==> src/rtl/alarm_snooze_ctrl.sv <==
// alarm_snooze_ctrl: buzzer, snooze and dismiss handling downstream of the
// alarm clock core, running on the 1 Hz clk_1s domain.
// Optional feature: define ALARM_AUTO_SNOOZE_EN so that a ring timeout snoozes
// while snoozes remain (and dismisses once they run out). Without the macro,
// a ring timeout always dismisses.
module alarm_snooze_ctrl #(
    parameter int SNOOZE_SEC   = 300,
    parameter int MAX_SNOOZE   = 3,
    parameter int RING_TIMEOUT = 60
) (
    input  logic       clk_1s,
    input  logic       reset,
    input  logic       alarm_in,
    input  logic       snooze_btn,
    input  logic       dismiss_btn,
    output logic       stop_al,
    output logic       buzzer,
    output logic       ringing,
    output logic       snoozing,
    output logic [2:0] snooze_cnt,
    output logic [9:0] snz_remain
);

    typedef enum logic [1:0] {
        IDLE     = 2'd0,
        RINGING  = 2'd1,
        SNOOZE   = 2'd2,
        WAIT_CLR = 2'd3
    } state_t;

    localparam logic [9:0] SNZ_LOAD  = 10'(SNOOZE_SEC);
    localparam logic [2:0] SNZ_MAX   = 3'(MAX_SNOOZE);
    localparam logic [7:0] RING_LAST = 8'(RING_TIMEOUT - 1);

    state_t     state_q, state_d;
    logic       stop_al_q, stop_al_d;
    logic       buzzer_q, buzzer_d;
    logic [2:0] snooze_cnt_q, snooze_cnt_d;
    logic [9:0] snz_remain_q, snz_remain_d;
    logic [7:0] ring_cnt_q, ring_cnt_d;

    logic can_snooze;
    logic take_dismiss;
    logic take_snooze;

    assign can_snooze = (snooze_cnt_q < SNZ_MAX);

    // Next-state and next-output computation for the alarm FSM.
    always_comb begin
        state_d      = state_q;
        stop_al_d    = 1'b0;
        buzzer_d     = buzzer_q;
        snooze_cnt_d = snooze_cnt_q;
        snz_remain_d = snz_remain_q;
        ring_cnt_d   = ring_cnt_q;
        take_dismiss = 1'b0;
        take_snooze  = 1'b0;

        case (state_q)
            IDLE: begin
                if (alarm_in) begin
                    state_d    = RINGING;
                    ring_cnt_d = 8'd0;
                    buzzer_d   = 1'b1;
                end
            end

            RINGING: begin
                // A snooze press with no snoozes left falls through as if idle.
                if (dismiss_btn) begin
                    take_dismiss = 1'b1;
                end else if (snooze_btn && can_snooze) begin
                    take_snooze = 1'b1;
                end else if (ring_cnt_q == RING_LAST) begin
`ifdef ALARM_AUTO_SNOOZE_EN
                    if (can_snooze) begin
                        take_snooze = 1'b1;
                    end else begin
                        take_dismiss = 1'b1;
                    end
`else
                    take_dismiss = 1'b1;
`endif
                end else begin
                    ring_cnt_d = ring_cnt_q + 8'd1;
                    buzzer_d   = ~buzzer_q;
                end

                if (take_dismiss) begin
                    state_d   = WAIT_CLR;
                    stop_al_d = 1'b1;
                    buzzer_d  = 1'b0;
                end
                if (take_snooze) begin
                    state_d      = SNOOZE;
                    stop_al_d    = 1'b1;
                    buzzer_d     = 1'b0;
                    snooze_cnt_d = snooze_cnt_q + 3'd1;
                    snz_remain_d = SNZ_LOAD;
                end
            end

            SNOOZE: begin
                // The core latch was cleared on snooze entry, so no stop pulse here.
                if (dismiss_btn) begin
                    state_d      = WAIT_CLR;
                    snz_remain_d = 10'd0;
                end else if (snz_remain_q == 10'd1) begin
                    state_d      = RINGING;
                    snz_remain_d = 10'd0;
                    ring_cnt_d   = 8'd0;
                    buzzer_d     = 1'b1;
                end else begin
                    snz_remain_d = snz_remain_q - 10'd1;
                end
            end

            WAIT_CLR: begin
                // Hold here until the core latch drops so it cannot re-trigger.
                if (!alarm_in) begin
                    state_d      = IDLE;
                    snooze_cnt_d = 3'd0;
                end
            end

            default: begin
                state_d = IDLE;
            end
        endcase
    end

    // State and registered outputs, cleared asynchronously by reset.
    always_ff @(posedge clk_1s or posedge reset) begin
        if (reset) begin
            state_q      <= IDLE;
            stop_al_q    <= 1'b0;
            buzzer_q     <= 1'b0;
            snooze_cnt_q <= 3'd0;
            snz_remain_q <= 10'd0;
            ring_cnt_q   <= 8'd0;
        end else begin
            state_q      <= state_d;
            stop_al_q    <= stop_al_d;
            buzzer_q     <= buzzer_d;
            snooze_cnt_q <= snooze_cnt_d;
            snz_remain_q <= snz_remain_d;
            ring_cnt_q   <= ring_cnt_d;
        end
    end

    assign stop_al    = stop_al_q;
    assign buzzer     = buzzer_q;
    assign snooze_cnt = snooze_cnt_q;
    assign snz_remain = snz_remain_q;
    assign ringing    = (state_q == RINGING);
    assign snoozing   = (state_q == SNOOZE);

endmodule

==> config.mk <==
export PLATFORM = sky130hd
export DESIGN_NAME = alarm_snooze_ctrl
export DESIGN_NICKNAME = d
export VERILOG_FILES = /design/src/rtl/alarm_snooze_ctrl.sv
export SDC_FILE = /design/constraint.sdc
export NUM_CORES = 1
export LEC_CHECK = 0
export BUFFER_PORTS_ARGS = -buffer_cell sky130_fd_sc_hd__clkbuf_2
export CORE_MARGIN = 2
export CORE_UTILIZATION = 50
export DETAILED_ROUTE_END_ITERATION = 7
export GPL_ROUTABILITY_DRIVEN = 0
export GPL_TIMING_DRIVEN = 1
export PLACE_DENSITY = 0.79
export SETUP_SLACK_MARGIN = 0.15
export SYNTH_ARGS = -nofsm -noshare
export SYNTH_HDL_FRONTEND = slang
export SYNTH_SLANG_ARGS = --single-unit
==> constraint.sdc <==
create_clock -name clk_1s -period 5 [get_ports clk_1s]
set_input_delay 1.5 -clock clk_1s [delete_from_list [all_inputs] [get_ports clk_1s]]
set_output_delay 1.5 -clock clk_1s [all_outputs]
set_load 0.005 [all_outputs]
**Word-level counts from Yosys, hierarchy flattened**

Index checks and enable logic that the tools add are counted.

- Bitwise gates (word level): 1
- Add/subtract/negate cells: 3
- Reductions and logical operators: 10
- Equality and inequality tests: 18
- Mux-type cells: 40
- Magnitude comparators: 1

Operator list:

| operator | count |
|---|---|
| 8-bit two-way mux | 6 |
| 10-bit two-way mux | 3 |
| 8-bit case mux with 3 select lines | 1 |
| 10-bit case mux with 2 select lines | 1 |
| 1-bit two-way mux | 18 |
| 7-bit AND reduction | 2 |
| 2-bit two-way mux | 6 |
| 2-bit != test, second input constant | 6 |
| 4-bit by 2-bit != test with 1-bit output, second input constant | 3 |
| 10-bit by 1-bit equality test with 1-bit output, second input constant | 1 |
| 10-bit by 1-bit subtractor with 10-bit output, second input constant | 1 |
| 8-bit by 1-bit adder with 8-bit output, second input constant | 1 |
| 8-bit by 6-bit equality test with 1-bit output, second input constant | 1 |
| 2-bit case mux with 4 select lines | 1 |
| 3-bit two-way mux | 2 |
| 3-bit case mux with 2 select lines | 1 |
| 2-bit equality test, second input constant | 2 |
| 2-bit by 1-bit != test with 1-bit output, second input constant | 2 |
| 4-bit AND reduction | 1 |
| 2-bit nonzero test | 2 |
| 3-bit by 1-bit adder with 3-bit output, second input constant | 1 |
| 3-bit by 2-bit < comparator with 1-bit output, second input constant | 1 |
| 3-bit by 1-bit != test with 1-bit output, second input constant | 1 |
| 3-bit by 2-bit != test with 1-bit output, second input constant | 1 |
| 8 further kinds | 8 |

- Input port bits: 5
- Bits in registers: 25
- Logic and storage cells: 79
- Output and inout bits: 17

**Depth between registers and ports, before layout**

Gate-level depths: netlist of run 1.

- Depth in word-level cells: 8
- Depth in mapped cells: 6
- Depth with buffers taken out: 6

**Least setup slack after synthesis of run 1**

Ideal clock, no wire load.

- Path kind: input port to flip-flop
- From: in snooze_btn
- To: reg ring_cnt_q[4]
- Library setup time: 142 ps
- Slack: 2,406 ps
- Path buffers: 0
- Data arrival time: 2,452 ps
- Required time: 4,858 ps
- Stages on the path: 4
- Cells stage by stage: nor2b_1 -> a2111oi_1 -> a21o_1 -> a31oi_1

- Word-level cells in the longest chain between the ends: 3

RTL lines:

| item | RTL line | text |
|---|---|---|
| from (decl) | 14 | `input logic snooze_btn,` |
| 1-bit logical AND | 72 | `end else if (snooze_btn && can_snooze) begin` |
| 2-bit != test (no line) | n/a |  |
| 7-bit AND reduction (no line) | n/a |  |
| to (signal assigned) | 147 | `ring_cnt_q <= ring_cnt_d;` |
| to (decl) | 40 | `logic [7:0] ring_cnt_q, ring_cnt_d;` |

Every way passes these cells.
A chain may end at the register's enable or synchronous reset.

**Final worst setup path of run 1**

- From: reg state_q[1]
- To: out ringing

- Word-level cells in the longest chain between the ends: 1

RTL lines:

| item | RTL line | text |
|---|---|---|
| from (decl) | 35 | `state_t state_q, state_d;` |
| from (signal assigned) | 142 | `state_q <= state_d;` |
| 2-bit by 1-bit equality test with 1-bit output | 155 | `assign ringing = (state_q == RINGING);` |
| to (decl) | 18 | `output logic ringing,` |

Every way passes these cells.

==> qor.log, run 1 <==
[synthesis] area share of the largest cell type after synthesis 0.4177
[clocking] clock insertion delay at the later pin of the skew report 0.32 ns
[timing] highest attainable clock frequency 0.3155 GHz
[route] antenna-violating nets left 0
[synthesis] average cell area after synthesis 9.853 sq um
[pwr] power per cell area 560.1 nW/um^2
[synthesis] top cells by area, synth dfrtp_1, ha_1, a21o_1, nand2_1, a31oi_1
[pwr] internal cell power 504.2 uW
[timing] total count of max-transition violations in the final report 0
[clocking] maximum clock path buffer count 2
[synthesis] number of warnings reported in the yosys synthesis log 0
[pwr] Switching Fraction 0.4574
[synthesis] dominant cell by count in the synthesized netlist dfrtp_1
[timing] worst clock skew 0.007012 ns
[clocking] clock tree from TritonCTS done
[route] Starting DRT DRC Count 53
[pwr] PnR Total Power 929.2 uW
[timing] normalized max-slew margin 0.3548
[timing] number of setup violations in the final report 0
[pwr] part of the power in the clock network 0.098
[global_route] Remaining Overflow, GRT 0
[global_route] via count of the first global-routing pass 1,337
[route] Avg WL per Cell 16.25 um
[global_route] global-route wire length before repair 5720 um
[pwr] Leakage Power 0.7548 nW
[floorplan] number of placement rows 19
[final_layout] number of antenna diodes 0
[synthesis] number of library cell types mapped by synthesis 50
[synthesis] synthesized area 1498 sq um
[timing] Tcrit/Tclk final 0.6340
[final_layout] Area Overhead vs Synth 10.78%
[clocking] Hold-fix buffers, CTS 0
[placement] I/O Buffers 21
[synthesis] total nets after synthesis 161
[status] result of the run finished, violations left
[min_path] kind of path behind the tightest hold check flip-flop to flip-flop
[clocking] post-cts resize count 0
[critical_path] WP data required 3.50 ns
[floorplan] area of the placeable core 2805 sq um
[final_layout] NumNets Final 185
[timing] total negative slack 0 ns
[pwr] switching power 425.0 uW
[critical_path] critical path start-end classification flip-flop to primary output
[status] violated checks design-rule violations
[pwr] Sequential Power Share 0.421
[placement] Cell Area, Placed 1633 sq um
[pwr] maximum vdd ir drop 0.2513 mV
[placement] Post-Place Worst Slack 2.091 ns
[final_layout] final instance area 1659 sq um
[clocking] count of H-tree levels built during CTS 1
[critical_path] Max FO, Critical Path 11
[route] number of detailed-routing iterations run before antenna repair 6
[synthesis] most area-hungry cell type in the Yosys netlist dfrtp_1
[timing] actual transition at the worst max-transition pin 0.9668 ns
[timing] minimum period implied by the final worst setup slack 3.170 ns
[global_route] antenna violations before repair 0
[timing] final-report hold violation count 0
[route] WL final 3347 um
[floorplan] overall die width 58.73 um
[critical_path] data arrival time of the worst path 1.67 ns
[global_route] pin count of the biggest net entering global routing 26
[synthesis] leading post-synthesis cells by instance count dfrtp_1, nand2_1, inv_1
[floorplan] initial cell density of the core 0.5339
[clocking] Post CTS Setup Buffer Count 0
[clocking] number of clock buffers inserted by TritonCTS 3
[critical_path] CP endpoint kind primary output
[synthesis] synthesized instance count 152
[timing] least setup slack across all paths after layout 1.830 ns
[floorplan] vertical die dimension 58.73 um
[floorplan] top-level I/O count 22
[placement] Final HPWL DP 2487 um
[synthesis] sequential-to-total area share from yosys stat 0.4177
[clocking] CTS Sinks 25
[pwr] combinational cell fraction of total power 0.481
[floorplan] area of the die 3449 sq um
[synthesis] count of flip-flops with a built-in enable after synthesis 0
[route] DRC violation count after routing 1
[flow_run] Max-cap violations 0
[final_layout] share of cells above drive strength 1 0.2000
[synthesis] number of synthesized register bits 25
[timing] setup repair after global routing missed its margin no
[synthesis] async set or reset register ratio after synthesis 1.000
[clocking] clock transition time at the flip-flop clock pins of the worst setup and hold paths 0.14 ns
[synthesis] most instantiated flip-flop cell in the synthesis netlist dfrtp_1
[clocking] library cell used as clock root buffer clkbuf_4
[critical_path] startpoint class of the critical path flip-flop
[global_route] overall fraction of global-route tracks in use 0.2133
[route] detailed-route vias per instance 6.335
[route] number of vias in the routed layout 1,305
kinds of logic (layout without fill, tap and decap cells):
group,after synthesis,after routing,synth area share
XOR/XNOR,3,3,0.01755
flip-flops,25,25,0.4177
AO/OA/AOI/OAI,55,55,0.2799
adder cells (fa/ha/maj),4,4,0.03342
AND/OR/NAND/NOR,52,52,0.2181
buffers and inverters,13,36,0.03341
path summary, 6_finish.rpt:
| path | start | to | slack [ns] | cells after the start |
|---|---|---|---|---|
| setup / recovery | state_q[1] | ringing | 1.83 | 3 |
| hold / removal | ring_cnt_q[4] | ring_cnt_q[4] | 0.53 | 1 |
| setup reg to reg | state_q[1] | snz_remain[5] | 2.81 | 5 |
| hold reg to reg | ring_cnt_q[4] | ring_cnt_q[4] | 0.53 | 1 |
| max in group asynchronous | reset | ring_cnt_q[1] | 3.06 | 2 |
| min in group asynchronous | reset | snz_remain[5] | 1.35 | 2 |
per-stage QoR:
step	hold WS, ns	std cells	util
after floorplan	0.4640	152	-
after global placement	0.4861	202	0.5821
after detailed placement	0.5007	202	0.5821
after CTS	0.5199	206	0.5914
after global routing	0.5307	206	0.5914
final	0.5254	206	0.5914
worst max-delay path: stages, from the launching register on:
cell and delay [ns]:
dfrtp_1 0.51, nand2b_1 0.47, inv_2 0.20, clkbuf_2 0.16
routing by layer:
metal	vias to the layer above	share of wire	GRT usage
li1	632	-	-
met1	633	0.45	0.2490
met2	33	0.50	0.3905
met3	7	0.038	0.02637
met4	0	0.015	0.08766
met5	-	0	0
state kept, by name, indices dropped and copies added (netlist names):
name,flops
snz_remain,10
buzzer,1
state_q,2
stop_al,1
ring_cnt_q,8
snooze_cnt,3
cell usage in the layout, fill, tap and decap left out, types with 2 or more instances in the layout:
master,netlist,layout
a21o_1,6,6
a21oi_1,7,7
a31oi_1,7,7
clkbuf_2,0,21
clkbuf_4,0,3
dfrtp_1,25,25
ha_1,4,4
inv_1,10,10
nand2_1,12,12
nand2b_1,5,5
nand4b_1,2,2
nor2_1,7,7
nor3_1,6,6
nor3b_1,2,2
nor4_1,3,3
nor4b_1,3,3
o211a_1,2,2
o211ai_1,4,4
o21ai_0,7,7
o21ai_1,2,2
o22a_1,4,4
o22ai_1,2,2
or4_4,2,2
xor2_1,2,2
power by group through the flow:
stage	clock network, mW	logic (mW)	registers [mW]
5_1_grt	0.101	0.498	0.409
6_report	0.0912	0.447	0.391
4_1_cts	0.0939	0.447	0.390
3_5_place_dp	0	0.445	0.394
3_3_place_gp	0	0.428	0.386
2_1_floorplan	0	0.323	0.367
area by class of cell:
cell class                 instances  area (sq um)
clock buffer                       4         26.28
fill                             268          1146
inverter                          11         41.29
multi-input combinational        114         822.0
sequential                        25         625.6
tap                               31         38.79
timing repair buffer              21         105.1
Note: power is estimated with default switching activity, not from simulation.
==> run 2, diff against run 1 <==
==> constraint.sdc (replaced) <==
create_clock -name clk_1s -period 3 [get_ports clk_1s]
set_input_delay 0.9 -clock clk_1s [delete_from_list [all_inputs] [get_ports clk_1s]]
set_output_delay 0.9 -clock clk_1s [all_outputs]
set_load 0.005 [all_outputs]
==> run 2 against run 1 <==
Net effect: the flow still finishes with violations (design-rule violations); flip-flop and latch count did not move; final cell count rose by 0.49%; die area did not move; sequential share of layout area down 0.20 points; clock skew fell by 0.0055 ns; clock power is 68% higher; largest cell class unchanged.
==> qor.log, run 2 (same netlist as run 1, synthesis figures left out) <==
[timing] worst clock skew 0.001551 ns [was 0.007012 ns]
[critical_path] number of buffers and inverters on the critical path 2 [unchanged]
[final_layout] combined flip-flop and latch cell area 625.6 sq um [unchanged]
[timing] highest attainable clock frequency 0.3841 GHz
[clocking] library cell used as clock root buffer clkbuf_4 [unchanged]
[clocking] post-cts resize count 0 [unchanged]
[timing] total negative slack 0 ns [unchanged]
[global_route] overall fraction of global-route tracks in use 0.2297 [was 0.2133]
[critical_path] startpoint class of the critical path flip-flop [unchanged]
[min_path] kind of path behind the tightest hold check flip-flop to flip-flop [unchanged]
[timing] Tcrit/Tclk final 0.8678
[floorplan] area of the die 3449 sq um [unchanged]
[global_route] global-route wire length before repair 6106 um [was 5720 um]
[final_layout] most frequent standard cell in the layout excluding fill and tap cells dfrtp_1 [unchanged]
[final_layout] multi-input logic area 822.0 sq um [unchanged]
[global_route] Remaining Overflow, GRT 0 [unchanged]
[flow_run] Max-cap violations 0 [unchanged]
[floorplan] vertical die dimension 58.73 um [unchanged]
[final_layout] final std cells w/o fill 207 [was 206]
[clocking] clock insertion delay at the later pin of the skew report 0.32 ns [about the same]
[floorplan] initial cell density of the core 0.5339 [unchanged]
[route] WL final 3547 um [was 3347 um]
[final_layout] number of antenna diodes 0 [unchanged]
[pwr] maximum vdd ir drop 0.4345 mV [was 0.2513 mV]
[floorplan] top-level I/O count 22 [unchanged]
[clocking] number of clock buffers inserted by TritonCTS 3 [unchanged]
[status] violated checks design-rule violations [unchanged]
[clocking] Hold-fix buffers, CTS 0 [unchanged]
[critical_path] WP data required 2.10 ns [was 3.50 ns]
[critical_path] largest stage delay on the critical path 0.52 ns [was 0.51 ns]
[global_route] pin count of the biggest net entering global routing 26 [unchanged]
[pwr] power per cell area 937.8 nW/um^2 [was 560.1 nW/um^2]
[final_layout] Area Overhead vs Synth 11.36% [was 10.78%]
[route] detailed-route vias per instance 6.575 [was 6.335]
[timing] normalized max-slew margin 0.5140 [was 0.3548]
[final_layout] NumNets Final 186 [was 185]
[clocking] clock tree from TritonCTS done [unchanged]
[timing] minimum period implied by the final worst setup slack 2.603 ns
[critical_path] cell family with the largest share of critical-path delay flip-flops [unchanged]
[critical_path] Crit-path slowest cell dfrtp_1 [unchanged]
[global_route] via count of the first global-routing pass 1,351 [was 1,337]
[floorplan] number of placement rows 19 [unchanged]
[placement] Final HPWL DP 2538 um [was 2487 um]
[route] antenna-violating nets left 0 [unchanged]
[pwr] Leakage Power 0.7624 nW [was 0.7548 nW]
[timing] setup repair after global routing missed its margin no [unchanged]
[clocking] maximum clock path buffer count 2 [unchanged]
[floorplan] area of the placeable core 2805 sq um [unchanged]
[final_layout] max FFs per register 10 [unchanged]
[route] Avg WL per Cell 17.14 um [was 16.25 um]
[route] Starting DRT DRC Count 57 [was 53]
[final_layout] most used cells in the layout excluding fill and tap cells dfrtp_1, clkbuf_2, nand2_1, inv_1 [unchanged]
[timing] actual transition at the worst max-transition pin 0.7272 ns [was 0.9668 ns]
[route] DRC violation count after routing 1 [unchanged]
[final_layout] Filler cells 260 [was 268]
[timing] number of setup violations in the final report 0 [unchanged]
[clocking] Post CTS Setup Buffer Count 0 [unchanged]
[route] number of detailed-routing iterations run before antenna repair 6 [unchanged]
[placement] I/O Buffers 21 [unchanged]
[critical_path] data arrival time of the worst path 1.70 ns [was 1.67 ns]
[final_layout] share of cells above drive strength 1 0.2102 [was 0.2000]
[status] result of the run finished, violations left [unchanged]
[critical_path] critical path start-end classification flip-flop to primary output [unchanged]
[route] number of vias in the routed layout 1,361 [was 1,305]
[global_route] antenna violations before repair 0 [unchanged]
[floorplan] overall die width 58.73 um [unchanged]
[timing] final-report hold violation count 0 [unchanged]
[critical_path] Max FO, Critical Path 11 [unchanged]
[placement] number of placed instances, taps included 203 [was 202]
[clocking] count of H-tree levels built during CTS 1 [unchanged]
[clocking] clock transition time at the flip-flop clock pins of the worst setup and hold paths 0.14 ns [about the same]
[critical_path] ordered list of cells on the worst path nand2b_1 -> inv_2 -> clkbuf_2 [unchanged]
[critical_path] CP endpoint kind primary output [unchanged]
[clocking] CTS Sinks 25 [unchanged]
[timing] total count of max-transition violations in the final report 0 [unchanged]
run 2: cell types whose count changed in the layout (fill, tap and decap cells not counted), sizes merged:
cell,delta
clkinv,+1
buf,+1
clkbuf,-1
run 2: metrics by stage:
step / cell area (sq um) / setup slack [ns] / hold slack, ns / utilization / power, mW
finish: 1668 / 0.3966 / 0.5189 / 0.5946 / 1.564
global route: 1668 / 0.2966 / 0.5249 / 0.5946 / 1.699
CTS: 1668 / 0.4174 / 0.5146 / 0.5946 / 1.566
detailed placement: 1640 / 0.6633 / 0.4956 / 0.5847 / 1.408
global placement: 1640 / 0.7437 / 0.4864 / 0.5847 / 1.358
floorplan: 1498 / 1.006 / 0.4640 / - / 1.150
run 2: worst register-to-register path, stage by stage, from the launching register on:
cell      delay [ns]
dfrtp_1         0.52
nand2b_1        0.49
inv_2           0.21
a41oi_2         0.52
o21ba_2         0.24
o22a_1          0.17
run 2: path summary, 6_finish.rpt:
path	slack, ns	from	cells after the start	endpoint
worst min-delay path	0.52	ring_cnt_q[4]	1	ring_cnt_q[4]
worst max register to register	0.77	state_q[1]	5	snz_remain[5]
min in group asynchronous	0.57	reset	3	snz_remain[5]
max in group asynchronous	2.18	reset	3	snz_remain[2]
worst min register to register	0.52	ring_cnt_q[4]	1	ring_cnt_q[4]
worst max-delay path	0.40	state_q[1]	3	ringing
run 2: power by group:
group	total, mW	internal (mW)	switching, mW
clock	0.153	0.0500	0.103
sequential	0.662	0.458	0.204
combinational	0.749	0.330	0.419
total	1.56	0.838	0.726
run 2: area by class of cell:
type / instances / share of cell area
clock buffer: 3 / 0.01350
clock inverter: 1 / 0.003001
inverter: 11 / 0.02476
multi-input combinational: 114 / 0.4929
sequential: 25 / 0.3751
tap: 31 / 0.02326
timing repair buffer: 22 / 0.06752
run 2: routing by layer:
metal	global-route usage	vias up	part of all wire
met3	0.01978	7	0.045
met1	0.2907	678	0.43
met5	0	-	0
met4	0.08766	0	0.016
met2	0.4048	40	0.51
li1	-	636	-
==> run 3, diff against run 2 <==
--- a/config.mk
+++ b/config.mk
@@ -6,6 +6,7 @@
 export NUM_CORES = 1
 export LEC_CHECK = 0
 export BUFFER_PORTS_ARGS = -buffer_cell sky130_fd_sc_hd__clkbuf_2
+export CORE_ASPECT_RATIO = 1.75
 export CORE_MARGIN = 2
 export CORE_UTILIZATION = 50
 export DETAILED_ROUTE_END_ITERATION = 7
==> constraint.sdc (replaced) <==
create_clock -name clk_1s -period 3.05 [get_ports clk_1s]
set_input_delay 0.915 -clock clk_1s [delete_from_list [all_inputs] [get_ports clk_1s]]
set_output_delay 0.915 -clock clk_1s [all_outputs]
set_load 0.005 [all_outputs]
==> run 3 against run 2 <==
Net effect: the run now ends clean; worst hold slack better by 0.017 ns; register-to-register slack better by 0.10 ns; clock skew hardly changed; utilization is 1.6 points lower; wire length is 3.0% lower; sequential share of layout area is 0.17 points lower; highest routed layer unchanged; clock power is 29% higher; combinational power is 2.8% lower; global-route usage hardly changed; power is 0.35% higher; final cell count is 1.9% lower.
==> qor.log, run 3 (same netlist as run 1, synthesis figures left out) <==
[status] result of the run finished clean [was finished, violations left]
[placement] Final HPWL DP 2609 um [was 2538 um]
[critical_path] Crit-path slowest cell dfrtp_1 [unchanged]
[final_layout] max FFs per register 10 [unchanged]
[floorplan] area of the placeable core 2895 sq um [was 2805 sq um]
[clocking] CTS Sinks 25 [unchanged]
[clocking] clock tree from TritonCTS done [unchanged]
[final_layout] Filler cells 256 [was 260]
[clocking] post-cts resize count 0 [unchanged]
[clocking] clock transition time at the flip-flop clock pins of the worst setup and hold paths 0.09 ns [was 0.14 ns]
[critical_path] startpoint of the most critical setup path state_q[1] [unchanged]
[final_layout] final std cells w/o fill 203 [was 207]
[floorplan] initial cell density of the core 0.5173 [was 0.5339]
[critical_path] worst-case register-to-register setup slack 0.87 ns [was 0.77 ns]
[clocking] number of clock buffers inserted by TritonCTS 3 [unchanged]
[flow_run] Max-cap violations 0 [unchanged]
[critical_path] Max FO, Critical Path 11 [unchanged]
[pwr] PnR Total Power 1.570 mW [was 1.564 mW]
[final_layout] final core area utilization 0.5787 [was 0.5946]
[final_layout] Area Overhead vs Synth 11.86% [was 11.36%]
[route] Starting DRT DRC Count 37 [was 57]
[floorplan] area of the die 3466 sq um [was 3449 sq um]
[critical_path] largest stage delay on the critical path 0.51 ns [was 0.52 ns]
[placement] I/O Buffers 21 [unchanged]
[timing] total negative slack 0 ns [unchanged]
[floorplan] number of placement rows 26 [was 19]
[critical_path] ordered list of cells on the worst path nand2b_1 -> inv_2 -> clkbuf_2 [unchanged]
[floorplan] overall die width 45.37 um [was 58.73 um]
[floorplan] top-level I/O count 22 [unchanged]
[timing] worst clock skew 0.001736 ns [was 0.001551 ns]
[global_route] antenna violations before repair 0 [unchanged]
[global_route] overall fraction of global-route tracks in use 0.2301 [was 0.2297]
[min_path] kind of path behind the tightest hold check flip-flop to flip-flop [unchanged]
[global_route] Remaining Overflow, GRT 0 [unchanged]
[timing] Tcrit/Tclk final 0.8271
[critical_path] startpoint class of the critical path flip-flop [unchanged]
[route] antenna-violating nets left 0 [unchanged]
[clocking] clock insertion delay at the later pin of the skew report 0.27 ns [was 0.32 ns]
[timing] final-layout worst hold slack 0.5357 ns [was 0.5189 ns]
[final_layout] most used cells in the layout excluding fill and tap cells dfrtp_1, clkbuf_2, nand2_1, inv_1 [unchanged]
[timing] normalized max-slew margin 0.3740 [was 0.5140]
[route] DRC violation count after routing 0 [was 1]
[global_route] pin count of the biggest net entering global routing 26 [unchanged]
[timing] setup repair after global routing missed its margin no [unchanged]
[critical_path] WP data required 2.13 ns [was 2.10 ns]
[pwr] Leakage Power 0.7653 nW [was 0.7624 nW]
[global_route] global-route wire length before repair 6141 um [was 6106 um]
[clocking] library cell used as clock root buffer clkbuf_8 [was clkbuf_4]
[critical_path] CP endpoint kind primary output [unchanged]
[timing] minimum period implied by the final worst setup slack 2.523 ns
[route] detailed-route vias per instance 6.429 [was 6.575]
[final_layout] number of antenna diodes 0 [unchanged]
[timing] number of setup violations in the final report 0 [unchanged]
[clocking] count of H-tree levels built during CTS 1 [unchanged]
[timing] actual transition at the worst max-transition pin 0.9380 ns [was 0.7272 ns]
[timing] final-report hold violation count 0 [unchanged]
[critical_path] data arrival time of the worst path 1.61 ns [was 1.70 ns]
[final_layout] NumNets Final 185 [was 186]
[route] Avg WL per Cell 16.95 um [was 17.14 um]
[min_path] Hold Crit Start ring_cnt_q[0] [was ring_cnt_q[4]]
[clocking] Post CTS Setup Buffer Count 0 [unchanged]
[final_layout] share of cells above drive strength 1 0.2057 [was 0.2102]
[pwr] maximum vdd ir drop 0.4760 mV [was 0.4345 mV]
[floorplan] vertical die dimension 76.40 um [was 58.73 um]
[global_route] via count of the first global-routing pass 1,358 [was 1,351]
[clocking] Hold-fix buffers, CTS 0 [unchanged]
[route] number of vias in the routed layout 1,305 [was 1,361]
[route] number of detailed-routing iterations run before antenna repair 4 [was 6]
[critical_path] reg-to-reg critical path startpoint state_q[1] [unchanged]
[clocking] maximum clock path buffer count 2 [unchanged]
[critical_path] critical path start-end classification flip-flop to primary output [unchanged]
[final_layout] most frequent standard cell in the layout excluding fill and tap cells dfrtp_1 [unchanged]
[timing] highest attainable clock frequency 0.3964 GHz
[pwr] power per cell area 936.8 nW/um^2 [was 937.8 nW/um^2]
[route] WL final 3440 um [was 3547 um]
[timing] total count of max-transition violations in the final report 0 [unchanged]
[placement] number of placed instances, taps included 199 [was 203]
run 3: cell types whose count changed in the layout (fill, tap and decap cells not counted):
cell      before  now
clkbuf_8       0    3
clkbuf_4       3    0
buf_4          1    0
run 3: worst paths after layout:
path / endpoint / cells past startpoint
worst max-delay path: ringing / 3
worst min-delay path: ring_cnt_q[0] / 1
worst max register to register: snz_remain[5] / 5
worst min register to register: ring_cnt_q[0] / 1
max in group asynchronous: snooze_cnt[1] / 2
min in group asynchronous: ring_cnt_q[1] / 2
run 3: where the power goes:
part / switching [mW] / internal (mW) / total (mW) / leakage [nW]
clock: 0.105 / 0.0914 / 0.197 / 0.0255
combinational: 0.406 / 0.323 / 0.728 / 0.418
sequential: 0.193 / 0.451 / 0.645 / 0.321
run 3: layer usage:
| layer | GRT usage | up-vias | routed length, um | share of wire |
|---|---|---|---|---|
| li1 | - | 631 | - | - |
| met1 | 0.2652 | 639 | 1389 | 0.40 |
| met2 | 0.4000 | 25 | 1869 | 0.54 |
| met3 | 0.02370 | 10 | 68 | 0.020 |
| met4 | 0.1059 | 0 | 112 | 0.033 |
| met5 | 0 | - | 0 | 0 |
run 3: layout make-up:
type                            instances  area, sq um  share of cell area
Clock buffer                            3        41.29             0.02465
Clock inverter                          1        5.005            0.002987
Multi-Input combinational cell        114        822.0              0.4907
Sequential cell                        25        625.6              0.3734
Inverter                               11        41.29             0.02465
Tap cell                               28        35.03             0.02091
Timing Repair Buffer                   21        105.1             0.06273
run 3: metrics by stage:
stage          setup slack (ns)  cell area (sq um)
2_1_floorplan             1.041               1498
3_3_place_gp             0.8138               1629
3_5_place_dp             0.7453               1629
4_1_cts                  0.5419               1675
5_1_grt                  0.4372               1675
6_report                 0.5272               1675
run 3: critical path: cells and delay by family (launching register included):
family        cells  cell delay [ns]
buf+inv           2             0.36
simple gates      1             0.47
flops             1             0.51
